[src/rtl/uart_tx_arbiter.sv]
// uart_tx_arbiter: round-robin share of one uart_tx between NREQ byte sources.
//   clk       rising-edge clock
//   ret       async active-low reset
//   en        1 = new grants allowed (a running frame always completes)
//   req       per-requester "byte ready"
//   req_data  byte of requester i at [i*DW +: DW]
//   gnt       one-hot 1-cycle pulse: requester's byte taken
//   tx_data   byte presented to uart_tx, held until the next grant
//   tx_start  1-cycle launch pulse to uart_tx
//   tx_busy   uart_tx busy, high for the whole frame
//   owner     index of the most recently granted requester
//   active    high while a frame is launched or in flight
//   err       1-cycle pulse when uart_tx never raised tx_busy
module uart_tx_arbiter #(
  parameter int NREQ = 4,
  parameter int DW   = 8,
  parameter int TMO  = 16
) (
  input  logic                    clk,
  input  logic                    ret,
  input  logic                    en,
  input  logic [NREQ-1:0]         req,
  input  logic [NREQ*DW-1:0]      req_data,
  output logic [NREQ-1:0]         gnt,
  output logic [DW-1:0]           tx_data,
  output logic                    tx_start,
  input  logic                    tx_busy,
  output logic [$clog2(NREQ)-1:0] owner,
  output logic                    active,
  output logic                    err
);
  localparam int PW = $clog2(NREQ);
  localparam int TW = $clog2(TMO);

  typedef enum logic [1:0] {IDLE, WAIT_BUSY, SEND} st_t;

  st_t           st;
  logic [PW-1:0] rr_ptr;
  logic [TW-1:0] tmo_cnt;

  // Rotated request view: rot[k] is the requester k places after rr_ptr.
  logic [NREQ-1:0] rot;
  logic [PW-1:0]   sel;
  logic            hit;

  genvar g;
  generate
    for (g = 0; g < NREQ; g++) begin : g_rot
      assign rot[g] = req[(int'(rr_ptr) + g) % NREQ];
    end
  endgenerate

  // Descending scan so the lowest rotated offset (closest to rr_ptr) wins.
  always_comb begin
    hit = 1'b0;
    sel = '0;
    for (int k = NREQ - 1; k >= 0; k--) begin
      if (rot[k]) begin
        hit = 1'b1;
        sel = PW'((int'(rr_ptr) + k) % NREQ);
      end
    end
  end

  assign active = (st != IDLE);

  always_ff @(posedge clk or negedge ret) begin
    if (!ret) begin
      st       <= IDLE;
      rr_ptr   <= '0;
      tmo_cnt  <= '0;
      gnt      <= '0;
      tx_data  <= '0;
      tx_start <= 1'b0;
      owner    <= '0;
      err      <= 1'b0;
    end else begin
      gnt      <= '0;
      tx_start <= 1'b0;
      err      <= 1'b0;
      case (st)
        IDLE: begin
          if (en && hit) begin
            gnt[sel] <= 1'b1;
            tx_start <= 1'b1;
            tx_data  <= req_data[int'(sel)*DW +: DW];
            owner    <= sel;
            rr_ptr   <= (sel == PW'(NREQ - 1)) ? '0 : sel + 1'b1;
            tmo_cnt  <= '0;
            st       <= WAIT_BUSY;
          end
        end
        WAIT_BUSY: begin
          if (tx_busy) begin
            st <= SEND;
          end else if (tmo_cnt == TW'(TMO - 1)) begin
            // rr_ptr already advanced at grant; the dropped byte is not retried.
            err <= 1'b1;
            st  <= IDLE;
          end else begin
            tmo_cnt <= tmo_cnt + 1'b1;
          end
        end
        SEND: begin
          if (!tx_busy) st <= IDLE;
        end
        default: st <= IDLE;
      endcase
    end
  end
endmodule

[config.mk]
export PLATFORM = sky130hd
export DESIGN_NAME = uart_tx_arbiter
export DESIGN_NICKNAME = d
export VERILOG_FILES = /design/src/rtl/uart_tx_arbiter.sv
export SDC_FILE = /design/constraint.sdc
export NUM_CORES = 1
export LEC_CHECK = 0
export CAP_MARGIN = 20
export CORE_MARGIN = 3
export CORE_UTILIZATION = 45
export DETAILED_ROUTE_END_ITERATION = 7
export HOLD_SLACK_MARGIN = 0.03
export PLACE_DENSITY_LB_ADDON = 0.05
export SLEW_MARGIN = 25
export SYNTH_ARGS = -nofsm -noshare
export SYNTH_HDL_FRONTEND = slang
export SYNTH_SLANG_ARGS = --single-unit
[constraint.sdc]
create_clock -name clk -period 3.8 [get_ports clk]
set_clock_uncertainty 0.1 [all_clocks]
set_input_delay 0.38 -clock clk [delete_from_list [all_inputs] [get_ports clk]]
set_output_delay 0.38 -clock clk [all_outputs]
set_load 0.005 [all_outputs]
==> results.env <==
RUN_STATUS='finished clean'
GR-MAX-USAGE-LAYER='met2'
IR_DROP_V=0.0003315
CRITICALPATHCATEGORY='in2reg'
MET2_USAGE_IN_GLOBAL_ROUTING_PCT=32.06
DRT_ITER0_DRC=47
PLACE_WORST_SETUP_SLACK_NS=1.053
ANTENNA_FOUND_INITIAL=0
YS_ASYNC_SR_FRACTION_PCT=100.0
MAX_STAGE_DELAY_NS=0.61
DRTPASS1ITERATIONS=5
CTS_ROOT_BUFFER='sky130_fd_sc_hd__clkbuf_4'
SYNTH-COMPOUND-AREA-SHARE_PCT=17.74
DPL.HPWL_MM=2.653
YOSYS_REGISTER_BITS=24
NUMBER_OF_DIFFERENT_LIBRARY_CELLS_IN_THE_POST_SYNTHESIS_NETLIST=39
N_FILL_CELL=214
WIRELENGTH_MM=3.443
FLOORPLAN.CORE_AREA_UM2=2805
CRIT_FAMILY='compound AO/OA/AOI/OAI gates'
CLOCK_TREE_FROM_TRITONCTS='done'
POST_SYN_NETS=165
DRC=0
DIE_HEIGHT_UM=60.85
PERIOD_UTILISATION_LAYOUT_PCT=63.44
CPMAXSTAGEDELAYCELL='sky130_fd_sc_hd__nor3_4'
MAXCAPVIOLATIONS=0
HOLD_PATH_CLASS='reg2reg'
DIE_WIDTH_UM=60.85
BUFFER_PORTS.INSERTED=56
FINALSETUPVIOLCOUNT=0
WORST_SETUP_HOLD_PATH_CLK_SLEW_NS=0.13
MAXSLEWVIOLCOUNT=0
ANTENNA_CELLS=0
FIRST_PASS_GRT_WIRE_LENGTH_MM=5.471
HTREEDEPTH=1
CLOCKBUFFERDEPTH=2
GRT_USE_MET3_PCT=3.404
CRITICAL_PATH_DEPTH=5
HOLD_DEPTH=2
SYNTH_FF_TYPE='sky130_fd_sc_hd__dfrtp_1'
SEQ_AREA_FRAC_SYNTH_PCT=44.36
VIAS_POST_DR=1209
CRIT_PATH_CELL_TRACE='clkdlybuf4s50_1 -> nor4_2 -> nor3_4 -> o21ai_1 -> o221a_2'
WORST_SETUP_PATH_START_KIND='primary input'
SYNTHADDERAREAFRAC_PCT=1.848
SYNTH_XOR_XNOR_AREA_SHARE_PCT=1.294
USE_MET1_PCT=27.33
POST_CTS.REPAIR.SETUP_BUFFERS=0
FIRST_GLOBAL_VIAS=1218
UNREPAIRED_SETUP_ENDPOINTS_AFTER_GLOBAL_ROUTING='no'
CP.BUFFERS_INVERTERS=1
DP.CELLS=205
GP_CONGESTION=0.7516
TIMING.MAX_SLEW.REL_SLACK_PCT=51.99
FRACTION_OF_SYNTHESIZED_AREA_IN_MULTIPLEXERS_PCT=10.72
GRT_USE_TOTAL_PCT=19.71
POST_DRT_WL_PER_CELL_UM=16.40
REQUIRED_TIME_OF_THE_WORST_SETUP_PATH_NS=3.91
LAYOUT.NETS=222
DETAIL_ROUTE.VIAS_PER_CELL=5.757
START_UTIL_PCT=48.26
MAPPEDNETLISTAREA_UM2=1354
CORE.ROWCOUNT=19
FIN_TNS_SETUP_NS=0
CRITPATHCAPTURETYPE='flip-flop'
LARGEST_FAMILY_OF_LOGIC_CELLS_BY_SYNTHESIZED_AREA='simple AND/OR/NAND/NOR gates'
DIE_OUTLINE_AREA_UM2=3703
CTS_BUFFER_COUNT=3
CTS_RESIZED=0
FINALWORSTPATHREQUIREDPERIOD_NS=2.411
CLOCK_INSERTION_DELAY_WORST_SKEW_NS=0.30
LEAKAGE_nW=0.7969
CLOCK_SINKS=24
SYNTHSIMPLEGATEAREAFRAC_PCT=20.70
LAYOUT_COMMON_CELLS='sky130_fd_sc_hd__clkdlybuf4s50_1, sky130_fd_sc_hd__dfrtp_1, sky130_fd_sc_hd__nand3_1'
WORST_EP_ARRIVAL_TIME_NS=2.52
FRACTION_OF_LAYOUT_CELLS_WITH_A_SIZE_SUFFIX_ABOVE_1_PCT=13.97
LARGEST_NET_DEGREE_AT_THE_START_OF_GLOBAL_ROUTING=25
LAYOUT_COMMONEST_CELL='sky130_fd_sc_hd__clkdlybuf4s50_1'
FIN_CELLS=210
WORST_HOLD_SLACK_NS=0.4533
DRTANTENNAVIOLNETS=0
SYNTHESIZED_NETLIST_CELL_COUNT=123
SYN_TO_FINAL_GROWTH_PCT=46.30
TIMING.FMAX_MHz=414.8
CRITICAL_PATH_PEAK_FANOUT=19
GLOBAL_ROUTE.OVERFLOW_TOTAL=0
WORST_REG2REG_PATH_LENGTH_IN_CELLS=4
SYNTHESIS.AREA_PER_INSTANCE_UM2=11.01
FINALHOLDVIOLATIONS=0
IO_PINS=57
WORST_SLACK_NS=1.389
MAX_SLEW.WORST_PIN.SLEW_NS=0.7154
NUMBER_OF_SYNTHESIZED_FLOPS_WITH_AN_ENABLE_PIN=0
SYNTH.YOSYS.WARNINGS=0
POWER.DENSITY_nW_PER_UM2=582.3
## cell type report
| cell class | instances | area [µm²] | area share (%) |
|---|---|---|---|
| tap | 31 | 38.79 | 1.958 |
| clock inverter | 1 | 30.03 | 1.516 |
| sequential | 24 | 600.6 | 30.32 |
| clock buffer | 3 | 22.52 | 1.137 |
| inverter | 4 | 15.01 | 0.7581 |
| multi-input combinational | 90 | 708.2 | 35.75 |
| timing repair buffer | 57 | 565.5 | 28.55 |
## flip-flops by register name, indices dropped and copies added (netlist names)
register / count
tx_start: 1
gnt: 4
rr_ptr: 2
st: 2
owner: 2
err: 1
tmo_cnt: 4
tx_data: 8
## worst reg2reg max path, delay by kind of cell, from the launching register on
family	cells	cell delay [ns]
simple gates	2	0.79
flops	1	0.44
compound gates	2	0.84
## routing by layer
metal	share of wire [%]	routed length [µm]	vias up
li1	-	-	565
met1	43	1476	590
met2	48	1660	48
met5	0	0	-
met3	7.7	264	6
met4	1.2	42	0
## cells in the mapped netlist, types with 2 or more instances
| cell | instances | area (µm²) |
|---|---|---|
| sky130_fd_sc_hd__inv_1 | 4 | 15.01 |
| sky130_fd_sc_hd__nor2_4 | 2 | 22.52 |
| sky130_fd_sc_hd__xnor2_1 | 2 | 17.52 |
| sky130_fd_sc_hd__mux2_4 | 6 | 90.09 |
| sky130_fd_sc_hd__nand3_1 | 18 | 90.09 |
| sky130_fd_sc_hd__nand2_1 | 2 | 7.510 |
| sky130_fd_sc_hd__dfrtp_1 | 24 | 600.6 |
| sky130_fd_sc_hd__ha_1 | 2 | 25.02 |
| sky130_fd_sc_hd__o221a_1 | 6 | 67.56 |
| sky130_fd_sc_hd__o21ai_0 | 10 | 50.05 |
| sky130_fd_sc_hd__nor3_1 | 2 | 10.01 |
| sky130_fd_sc_hd__mux2_2 | 3 | 33.78 |
| sky130_fd_sc_hd__nor2b_1 | 3 | 18.77 |
| sky130_fd_sc_hd__nor2_1 | 7 | 26.28 |
| sky130_fd_sc_hd__o221a_2 | 2 | 22.52 |
| sky130_fd_sc_hd__clkbuf_1 | 3 | 11.26 |
| sky130_fd_sc_hd__nand2b_1 | 5 | 31.28 |
## final timing paths
path	start	to	slack, ns
min in group asynchronous	ret	gnt[3]$_DFF_PN0_	0.48
worst min-delay path	owner[0]$_DFFE_PN0P_	owner[0]$_DFFE_PN0P_	0.45
worst max-delay path	req[2]	tx_data[0]$_DFFE_PN0P_	1.39
max in group asynchronous	ret	tx_data[1]$_DFFE_PN0P_	2.77
worst max register to register	st[0]$_DFFE_PN0P_	tx_data[0]$_DFFE_PN0P_	1.53
worst min register to register	owner[0]$_DFFE_PN0P_	owner[0]$_DFFE_PN0P_	0.45
## report_power, final
part,total (mW),internal [mW],switching (mW)
logic,0.551,0.321,0.230
clock network,0.180,0.106,0.0740
registers,0.422,0.345,0.0778
total,1.15,0.772,0.382
## timing repair
| action | CTS | global route |
|---|---|---|
| hold buffers | 0 | 1 |
| setup endpoints to repair | 0 | 0 |
| endpoints found under the hold margin | 0 | 24 |
## cell families (layout without fill, tap and decap cells)
group | Yosys count | count (layout)
buf+inv | 9 | 65
simple gates | 46 | 46
mux | 11 | 11
fa+ha+maj | 2 | 2
flops | 24 | 24
compound gates | 29 | 29
xor+xnor | 2 | 2
## metrics by stage
stage	utilization (%)	instance area, µm²	total power [mW]
2_1_floorplan	-	1354	0.7385
3_3_place_gp	68.55	1923	0.9561
3_5_place_dp	68.55	1923	0.9789
4_1_cts	70.43	1976	1.160
5_1_grt	70.61	1981	1.235
6_report	70.61	1981	1.153
(Power assumes the default switching activity.)
